`src/rtl/rgb_pwm_pkg.sv`:
```
// Shared types and constants for the RGB PWM arbiter: colour layout,
// channel slice offsets and the arbitration state encoding.
package rgb_pwm_pkg;

  localparam int PWM_BITS_DEF = 8;

  typedef struct packed {
    logic [PWM_BITS_DEF-1:0] r;
    logic [PWM_BITS_DEF-1:0] g;
    logic [PWM_BITS_DEF-1:0] b;
  } color_t;

  // Channel offsets inside one {R,G,B} slice, in units of the channel width
  localparam int R_SLOT = 2;
  localparam int G_SLOT = 1;
  localparam int B_SLOT = 0;

  typedef enum logic [0:0] {
    ST_IDLE = 1'b0,
    ST_OWN  = 1'b1
  } arb_state_t;

  function automatic color_t unpack_color(input logic [3*PWM_BITS_DEF-1:0] v);
    color_t c;
    c.r = v[R_SLOT*PWM_BITS_DEF +: PWM_BITS_DEF];
    c.g = v[G_SLOT*PWM_BITS_DEF +: PWM_BITS_DEF];
    c.b = v[B_SLOT*PWM_BITS_DEF +: PWM_BITS_DEF];
    return c;
  endfunction

endpackage

```
`src/rtl/rgb_pwm_timebase.sv`:
```
// PWM timebase: prescaler, PWM step counter, frame boundary detection
// and the registered first-cycle-of-frame strobe.
module rgb_pwm_timebase
  import rgb_pwm_pkg::*;
#(
  parameter int PWM_BITS = PWM_BITS_DEF,
  parameter int PRESCALE = 188
) (
  input  logic                clk,
  input  logic                resetn,
  output logic                tick,
  output logic                fb,
  output logic [PWM_BITS-1:0] pwm_cnt,
  output logic                frame_strobe
);

  localparam int PW = (PRESCALE > 1) ? $clog2(PRESCALE) : 1;
  localparam logic [PW-1:0] PRE_LAST = PW'(PRESCALE - 1);

  logic [PW-1:0]       pre_r;
  logic [PWM_BITS-1:0] cnt_r;
  logic                strobe_r;

  assign tick         = (pre_r == PRE_LAST);
  assign fb           = tick && (cnt_r == {PWM_BITS{1'b1}});
  assign pwm_cnt      = cnt_r;
  assign frame_strobe = strobe_r;

  // Prescaler, step counter and strobe registers
  always_ff @(posedge clk or negedge resetn) begin
    if (!resetn) begin
      pre_r    <= '0;
      cnt_r    <= '0;
      strobe_r <= 1'b0;
    end else begin
      if (tick) begin
        pre_r <= '0;
        cnt_r <= cnt_r + {{(PWM_BITS-1){1'b0}}, 1'b1};
      end else begin
        pre_r <= pre_r + {{(PW-1){1'b0}}, 1'b1};
      end
      strobe_r <= fb;
    end
  end

endmodule

```
`src/rtl/rgb_pwm_arbiter.sv`:
```
// Priority arbiter for the shared tri-colour LED. Ownership and duty
// values change only at frame boundaries so a colour is never torn.
module rgb_pwm_arbiter
  import rgb_pwm_pkg::*;
#(
  parameter int NREQ        = 3,
  parameter int PWM_BITS    = PWM_BITS_DEF,
  parameter int PRESCALE    = 188,
  parameter int HOLD_FRAMES = 16
) (
  input  logic                       clk,
  input  logic                       resetn,
  input  logic [NREQ-1:0]            req_valid,
  input  logic [NREQ*3*PWM_BITS-1:0] req_color,
  output logic [NREQ-1:0]            grant,
  output logic                       pwm_r,
  output logic                       pwm_g,
  output logic                       pwm_b,
  output logic                       led_en,
  output logic                       frame_strobe
);

  localparam int IW = (NREQ > 1) ? $clog2(NREQ) : 1;
  localparam int HW = $clog2(HOLD_FRAMES + 1);
  localparam int CW = 3 * PWM_BITS;
  localparam logic [HW-1:0] HOLD_LOAD = HW'(HOLD_FRAMES - 1);

  logic                tick_s;
  logic                fb_s;
  logic [PWM_BITS-1:0] pwm_cnt_s;

  rgb_pwm_timebase #(
    .PWM_BITS (PWM_BITS),
    .PRESCALE (PRESCALE)
  ) u_timebase (
    .clk          (clk),
    .resetn       (resetn),
    .tick         (tick_s),
    .fb           (fb_s),
    .pwm_cnt      (pwm_cnt_s),
    .frame_strobe (frame_strobe)
  );

  arb_state_t          state_r, state_s;
  logic [IW-1:0]       owner_r, owner_s;
  logic [HW-1:0]       hold_r, hold_s;
  logic [NREQ-1:0]     grant_r, grant_s;
  logic                led_en_r;
  logic [PWM_BITS-1:0] duty_r_r, duty_g_r, duty_b_r;
  logic [PWM_BITS-1:0] duty_r_s, duty_g_s, duty_b_s;
  logic                pwm_r_r, pwm_g_r, pwm_b_r;
  logic [IW-1:0]       win_s;
  logic                any_req_s;
  logic [CW-1:0]       sel_color_s;

  // Lowest-index active request wins
  always_comb begin
    win_s     = '0;
    any_req_s = 1'b0;
    for (int i = NREQ - 1; i >= 0; i--) begin
      if (req_valid[i]) begin
        win_s     = IW'(i);
        any_req_s = 1'b1;
      end else begin
        win_s     = win_s;
      end
    end
  end

  // Next ownership and hold, evaluated only at a frame boundary
  always_comb begin
    state_s = state_r;
    owner_s = owner_r;
    hold_s  = hold_r;
    if (fb_s) begin
      case (state_r)
        ST_IDLE: begin
          if (any_req_s) begin
            state_s = ST_OWN;
            owner_s = win_s;
            hold_s  = HOLD_LOAD;
          end else begin
            state_s = ST_IDLE;
          end
        end
        ST_OWN: begin
          if (!req_valid[owner_r]) begin
            // Owner released: hand over to the best remaining requester
            if (any_req_s) begin
              owner_s = win_s;
              hold_s  = HOLD_LOAD;
            end else begin
              state_s = ST_IDLE;
              owner_s = '0;
              hold_s  = '0;
            end
          end else if (win_s < owner_r) begin
            owner_s = win_s;
            hold_s  = HOLD_LOAD;
          end else if (hold_r != '0) begin
            hold_s = hold_r - {{(HW-1){1'b0}}, 1'b1};
          end else begin
            hold_s = '0;
          end
        end
        default: begin
          state_s = ST_IDLE;
          owner_s = '0;
          hold_s  = '0;
        end
      endcase
    end else begin
      state_s = state_r;
    end
  end

  // Grant vector and duty selection for the next owner
  always_comb begin
    grant_s     = '0;
    sel_color_s = '0;
    for (int i = 0; i < NREQ; i++) begin
      if ((state_s == ST_OWN) && (owner_s == IW'(i))) begin
        grant_s[i]  = 1'b1;
        sel_color_s = req_color[i*CW +: CW];
      end else begin
        grant_s[i] = 1'b0;
      end
    end
    if (fb_s) begin
      duty_r_s = sel_color_s[R_SLOT*PWM_BITS +: PWM_BITS];
      duty_g_s = sel_color_s[G_SLOT*PWM_BITS +: PWM_BITS];
      duty_b_s = sel_color_s[B_SLOT*PWM_BITS +: PWM_BITS];
    end else begin
      duty_r_s = duty_r_r;
      duty_g_s = duty_g_r;
      duty_b_s = duty_b_r;
    end
  end

  // Arbitration, duty and PWM output registers
  always_ff @(posedge clk or negedge resetn) begin
    if (!resetn) begin
      state_r  <= ST_IDLE;
      owner_r  <= '0;
      hold_r   <= '0;
      grant_r  <= '0;
      led_en_r <= 1'b0;
      duty_r_r <= '0;
      duty_g_r <= '0;
      duty_b_r <= '0;
      pwm_r_r  <= 1'b0;
      pwm_g_r  <= 1'b0;
      pwm_b_r  <= 1'b0;
    end else begin
      state_r  <= state_s;
      owner_r  <= owner_s;
      hold_r   <= hold_s;
      grant_r  <= grant_s;
      led_en_r <= (state_s == ST_OWN);
      duty_r_r <= duty_r_s;
      duty_g_r <= duty_g_s;
      duty_b_r <= duty_b_s;
      pwm_r_r  <= (pwm_cnt_s < duty_r_r);
      pwm_g_r  <= (pwm_cnt_s < duty_g_r);
      pwm_b_r  <= (pwm_cnt_s < duty_b_r);
    end
  end

  assign grant  = grant_r;
  assign led_en = led_en_r;
  assign pwm_r  = pwm_r_r;
  assign pwm_g  = pwm_g_r;
  assign pwm_b  = pwm_b_r;

endmodule

```
`config.mk`:
```
export PLATFORM = sky130hd
export DESIGN_NAME = rgb_pwm_arbiter
export DESIGN_NICKNAME = d
export VERILOG_FILES = /design/src/rtl/rgb_pwm_pkg.sv /design/src/rtl/rgb_pwm_timebase.sv /design/src/rtl/rgb_pwm_arbiter.sv
export SDC_FILE = /design/constraint.sdc
export NUM_CORES = 1
export LEC_CHECK = 0
export CAP_MARGIN = 0
export CORE_MARGIN = 3
export CORE_UTILIZATION = 55
export CTS_BUF_LIST = sky130_fd_sc_hd__clkbuf_8
export CTS_CLUSTER_DIAMETER = 200
export CTS_CLUSTER_SIZE = 28
export DETAILED_ROUTE_END_ITERATION = 10
export DONT_BUFFER_PORTS = 1
export PLACE_DENSITY = 0.69
export SETUP_SLACK_MARGIN = 0.5
export SYNTH_ARGS = -nofsm -noshare
export SYNTH_HDL_FRONTEND = slang
export SYNTH_SLANG_ARGS = --single-unit
export TNS_END_PERCENT = 1
```
`constraint.sdc`:
```
create_clock -name clk -period 3.55 [get_ports clk]
set_clock_uncertainty 0.15 [all_clocks]
set_input_delay 0.355 -clock clk [delete_from_list [all_inputs] [get_ports clk]]
set_output_delay 0.355 -clock clk [all_outputs]
set_load 0.005 [all_outputs]
```
Word level (Yosys, flattened, before mapping)
Cells that the tools add are included.

storage, ports and cells
  flip-flop bits (word level) = 50
  input bits = 77
  output and inout bits = 8

operators by class
  add/subtract/negate cells = 2
  magnitude comparators = 5
  equal/unequal tests = 4
  mux-type cells = 25
  bitwise gates (word level) = 1
  reduce and logical (&&, ||, !) cells = 5

operator list
  cell                                                                          count
  24-bit 2-to-1 mux                                                             3
  8-bit less-than comparator                                                    3
  8-bit by 1-bit adder with 8-bit output, second input constant                 2
  8-bit == test, second input constant                                          2
  2-bit 2-to-1 mux                                                              8
  1-bit 2-to-1 mux                                                              10
  8-bit 2-to-1 mux                                                              1
  1-bit logical AND                                                             4
  2-bit one-hot mux with 2 select lines                                         1
  2-bit by 3-bit less-than comparator with 1-bit output, second input constant  1
  1-bit binary-select mux with 2-bit select                                     1
  2-bit by 1-bit == test with 1-bit output, second input constant               1
  2-bit == test, second input constant                                          1
  2-bit zero test                                                               1
  2-bit less-than comparator                                                    1
  1-bit one-hot mux with 2 select lines                                         1
  1-bit NOT                                                                     1

Longest topological paths before layout
  depth after elaboration = 13
  depth in mapped cells = 11
  mapped depth without buffers = 10

Modules after synthesis
A second synthesis with hierarchy kept.

second synthesis, totals
  cells, all modules = 326
  area, all modules = 3,188.1 um2

by module, submodules not included
  module            times used  cells each  area an instance (um2)
  rgb_pwm_arbiter   1           258         2,384.8
  rgb_pwm_timebase  1           68          803.3

Worst setup path after synthesis
No wires, ideal clock.

  path type = input to register
  start point = input port req_valid[0]
  end point = register duty_g_r[1]
  data arrival time = 2.318 ns
  path slack = 1.009 ns
  stages = 11
  buffers on the path = 2
  path through = buf_2 > nor3_1 > ha_1 > nor2_1 > o31ai_1 > a21oi_1 > a21oi_1 > o211ai_4 > buf_6 > o22ai_2 > a21oi_2

on the way
  word-level cells in the longest chain between the ends = 11
  elaborated cells on any way between the ends = 24
  those cells by class = order compare: 1; eq/ne: 2; mux: 17; reduce/logical: 4

ends and longest elaborated chain
  item                                   RTL line                source
  start: declaration                     rgb_pwm_arbiter.sv:13   input logic [NREQ-1:0] req_valid,
  2-bit 2-to-1 mux                       rgb_pwm_arbiter.sv:61   if (req_valid[i]) begin
  2-bit less-than comparator             rgb_pwm_arbiter.sv:97   end else if (win_s < owner_r) begin
  2-bit 2-to-1 mux                       rgb_pwm_arbiter.sv:97
  2-bit 2-to-1 mux                       rgb_pwm_arbiter.sv:87   if (!req_valid[owner_r]) begin
  2-bit one-hot mux with 2 select lines  rgb_pwm_arbiter.sv:76   case (state_r)
  2-bit 2-to-1 mux                       rgb_pwm_arbiter.sv:75   if (fb_s) begin
  2-bit zero test                        rgb_pwm_arbiter.sv:122  if ((state_s == ST_OWN) && (owner_s == IW'(i))) begin
  1-bit logical AND                      rgb_pwm_arbiter.sv:122
  24-bit 2-to-1 mux (2 in a row)         rgb_pwm_arbiter.sv:122
  24-bit 2-to-1 mux *                    rgb_pwm_arbiter.sv:122
  end signal: assignment                 rgb_pwm_arbiter.sv:161  duty_g_r <= duty_g_s;
  end: declaration                       rgb_pwm_arbiter.sv:49   logic [PWM_BITS-1:0] duty_r_r, duty_g_r, duty_b_r;

Mark *: on every way between the ends. The rest lies on a longest branch, timed or not. The select of a mux whose other input is x is not followed.
A chain may end at the register's enable or synchronous reset.

Worst setup path after layout
  start point = register u_timebase.cnt_r[1], in the netlist u_timebase.pwm_cnt[1]
  end point = register duty_r_r[6]

on the way
  word-level cells in the longest chain between the ends = 8
  elaborated cells on any way between the ends = 13
  those cells by class = eq/ne: 3; mux: 5; reduce/logical: 5

ends and longest elaborated chain
  item                            RTL line                source
  start: declaration              rgb_pwm_timebase.sv:21  logic [PWM_BITS-1:0] cnt_r;
  start signal: assignment        rgb_pwm_timebase.sv:38  cnt_r <= cnt_r + {{(PWM_BITS-1){1'b0}}, 1'b1};
  8-bit == test *                 rgb_pwm_timebase.sv:25  assign fb = tick && (cnt_r == {PWM_BITS{1'b1}});
  1-bit logical AND *             rgb_pwm_timebase.sv:25
  2-bit 2-to-1 mux                rgb_pwm_arbiter.sv:75
  2-bit zero test                 rgb_pwm_arbiter.sv:122
  1-bit logical AND               rgb_pwm_arbiter.sv:122
  24-bit 2-to-1 mux (3 in a row)  rgb_pwm_arbiter.sv:122
  end signal: assignment          rgb_pwm_arbiter.sv:160  duty_r_r <= duty_r_s;
  end: declaration                rgb_pwm_arbiter.sv:49

Mark *: on every way between the ends. The rest lies on a longest branch, timed or not.

==> impl_metrics.json <==
{
  "crit_type": "register to register",
  "fp.coreArea_um2": 5640,
  "place_hpwl_um": 5100,
  "synth_cell_types": 46,
  "r2r_start": "u_timebase.pwm_cnt[1]",
  "dr_total_vias": 2501,
  "wire_per_inst_um": 20.2,
  "gr-total-overflow": 0,
  "crit_start": "u_timebase.pwm_cnt[1]",
  "cts_tree": "built",
  "cellLeakagePower_nw": 1.38,
  "synth_area_um2": 3300,
  "place_congestion": 0.782,
  "drive_gt1_frac": 0.202,
  "cts_sinks": 50,
  "drv_cap": 0,
  "outcome": "finished, final reports clean",
  "hold_viol": 0,
  "htree_levels": 2,
  "synthCells": 325,
  "rsz0062_at_grt": "true",
  "cp_max_fo": 9,
  "drt-initial-drc-count": 131,
  "clockRootBuffer": "clkbuf_8",
  "initial_core_util": 0.585,
  "syn_area_per_cell_um2": 10.2,
  "antenna_cells": 0,
  "hold_slack_ns": 0.0700,
  "final_common_cell": "dfrtp_1",
  "switchingPower_w": 0.000262,
  "die-height_um": 83.5,
  "clkLatencyLatePin_ns": 0.32,
  "io-pin-count": 85,
  "dieArea_um2": 6960,
  "setup_viol": 0,
  "fin_crit_sh": 0.830,
  "via_per_inst": 6.27,
  "cts_buffers": 5,
  "max_slew_margin": 0.575,
  "p_seq_frac": 0.533,
  "holdCritStartpoint": "req_color[61]",
  "place_ws_ns": 0.481,
  "combPwrFrac": 0.089,
  "arrival_ns": 3.04,
  "grt.total_usage": 0.240,
  "top_usage_layer": "met2",
  "p_int_w": 0.000820,
  "final.setup.tns_ns": 0,
  "synth_edf_count": 0,
  "nFillCells": 467,
  "drc": 0,
  "critPathLaunchType": "register",
  "power_density_nw_per_um2": 307,
  "max_clock_freq_mhz": 339,
  "use_met3": 0.0642,
  "clkPwrFrac": 0.378,
  "synthTopCellsByArea": "dfrtp_1 38%, ha_1 9.5%, o22ai_2 7.6%",
  "die_w_um": 83.5,
  "irDropWorstVdd_uv": 288,
  "synthArstFlopShare": 1.00,
  "synth_top_area_cell": "dfrtp_1",
  "synth_warnings": 0,
  "grt_use_met2": 0.372,
  "routed_wl_um": 8060,
  "grt_pass1_vias": 2637,
  "synth-seq-area-share": 0.379,
  "sw_frac_of_total": 0.242,
  "synth_seq_cells": 50,
  "grt_use_met1": 0.331,
  "clk_pin_slew_ns": 0.10,
  "grt_max_degree": 51,
  "antenna_found_initial": 0,
  "grt_pass1_wl_um": 13500,
  "synth_ff_type": "dfrtp_1",
  "rows": 27,
  "yosys.area.top_type_share": 0.379,
  "port_buffers": 0,
  "cp-end-kind": "register",
  "antenna_left": 0,
  "dr.pass1.iters": 4,
  "hold_path.class": "input port to register",
  "setup_ws_ns": 0.604,
  "slew_violations": 0,
  "synth_nets": 427,
  "power_w": 0.00108,
  "layout_common_cells": "50 x dfrtp_1, 30 x nand2_1, 27 x inv_1",
  "cts_buffer_depth": 2,
  "tightest_slew_ns": 0.635,
  "nNetsFinal": 428,
  "min_period_ns": 2.95,
  "syn_to_final_growth_pct": 7.02,
  "worstPathRequired_ns": 3.64
}
## registers in the layout, summed over array words and instances, names as in the netlist
name and cells:
owner_r 2, duty_b_r 8, led_en 1, grant 3, pwm_g 1, pwm_b 1
duty_r_r 8, u_timebase.pre_r 8, duty_g_r 8, pwm_r 1, u_timebase.frame_strobe 1, u_timebase.pwm_cnt 8
## synthesized netlist by cell type, drive strengths merged (2+ instances only)
library cell	n
ha	25
inv	27
nor2	19
a221oi	24
nand2	30
and3	3
o211a	3
nand4	4
o21a	2
nand2b	3
o21ai	10
mux2i	3
o211ai	2
nor3	4
dfrtp	50
nor2b	6
buf	14
o22ai	25
a211oi	3
a21oi	32
nand3	6
clkbuf	5
xnor2	5
xor2	8
## timing repair
action / 4_1_cts / 5_1_grt
gates resized for setup: 3 / 1
hold buffers: 2 / 0
setup buffers: 2 / 1
pin swaps: 2 / 1
setup endpoints to repair: 2 / 24
hold endpoints to repair: 50 / 0
gates cloned: 3 / 0
## cell type report
class,count,area [um^2],share of cell area
clock buffers,5,68.8,0.0195
clock inverters,3,41.3,0.0117
inverters,27,101,0.0287
multi-input cells,232,1870,0.529
flip-flops and latches,50,1250,0.354
well taps,72,90.1,0.0255
repair buffers,10,110,0.0312
## per-stage QoR
step,util,cells,cell area (um^2)
after floorplan,-,325,3300
after global placement,0.584,383,3300
after detailed placement,0.584,383,3300
after CTS,0.622,398,3510
after global routing,0.626,399,3530
final,0.626,399,3530
## power groups by stage
| stage | Clock (W) | Sequential (W) | Combinational [W] |
|---|---|---|---|
| 6_report | 0.000409 | 0.000577 | 0.0000962 |
| 2_1_floorplan | 0 | 0.000587 | 0.0000683 |
| 4_1_cts | 0.000413 | 0.000577 | 0.0000950 |
| 3_5_place_dp | 0 | 0.000589 | 0.0000704 |
| 3_3_place_gp | 0 | 0.000589 | 0.0000683 |
| 5_1_grt | 0.000438 | 0.000578 | 0.000106 |
## cell families (layout without fill, tap and decap cells)
family,after synthesis,after routing,synth area share
muxes,4,4,0.0163
adders and majority gates,25,25,0.0948
DFF,50,50,0.379
buffers and inverters,46,45,0.0702
AOI/OAI and AO/OA,107,108,0.275
xor gates and xnor gates,13,13,0.0345
and+or+nand+nor,80,82,0.130
## critical path, cell delays in order (launching register included)
cell and delay, ns:
dfrtp_1 0.46, ha_1 0.26, nand3_1 0.18, or4_4 0.67
buf_4 0.22, o31a_1 0.39, nand3_4 0.16, buf_12 0.15
o22ai_2 0.08, a21oi_2 0.15
## per-layer routing
| layer | part of all wire | up-vias |
|---|---|---|
| met1 | 0.45 | 1212 |
| li1 | - | 1200 |
| met5 | 0 | - |
| met4 | 0.014 | 0 |
| met2 | 0.46 | 77 |
| met3 | 0.069 | 12 |
## worst paths after layout
check	end	slack, ns	depth (start not counted)
max in group asynchronous	duty_r_r[6]	2.62	2
worst min-delay path	duty_g_r[5]	0.07	2
min in group asynchronous	u_timebase.pre_r[6]	0.41	2
worst max-delay path	duty_r_r[6]	0.60	9
worst max register to register	duty_r_r[6]	0.60	9
worst min register to register	u_timebase.pre_r[0]	0.34	1
Power figures use the tool's default switching activity.
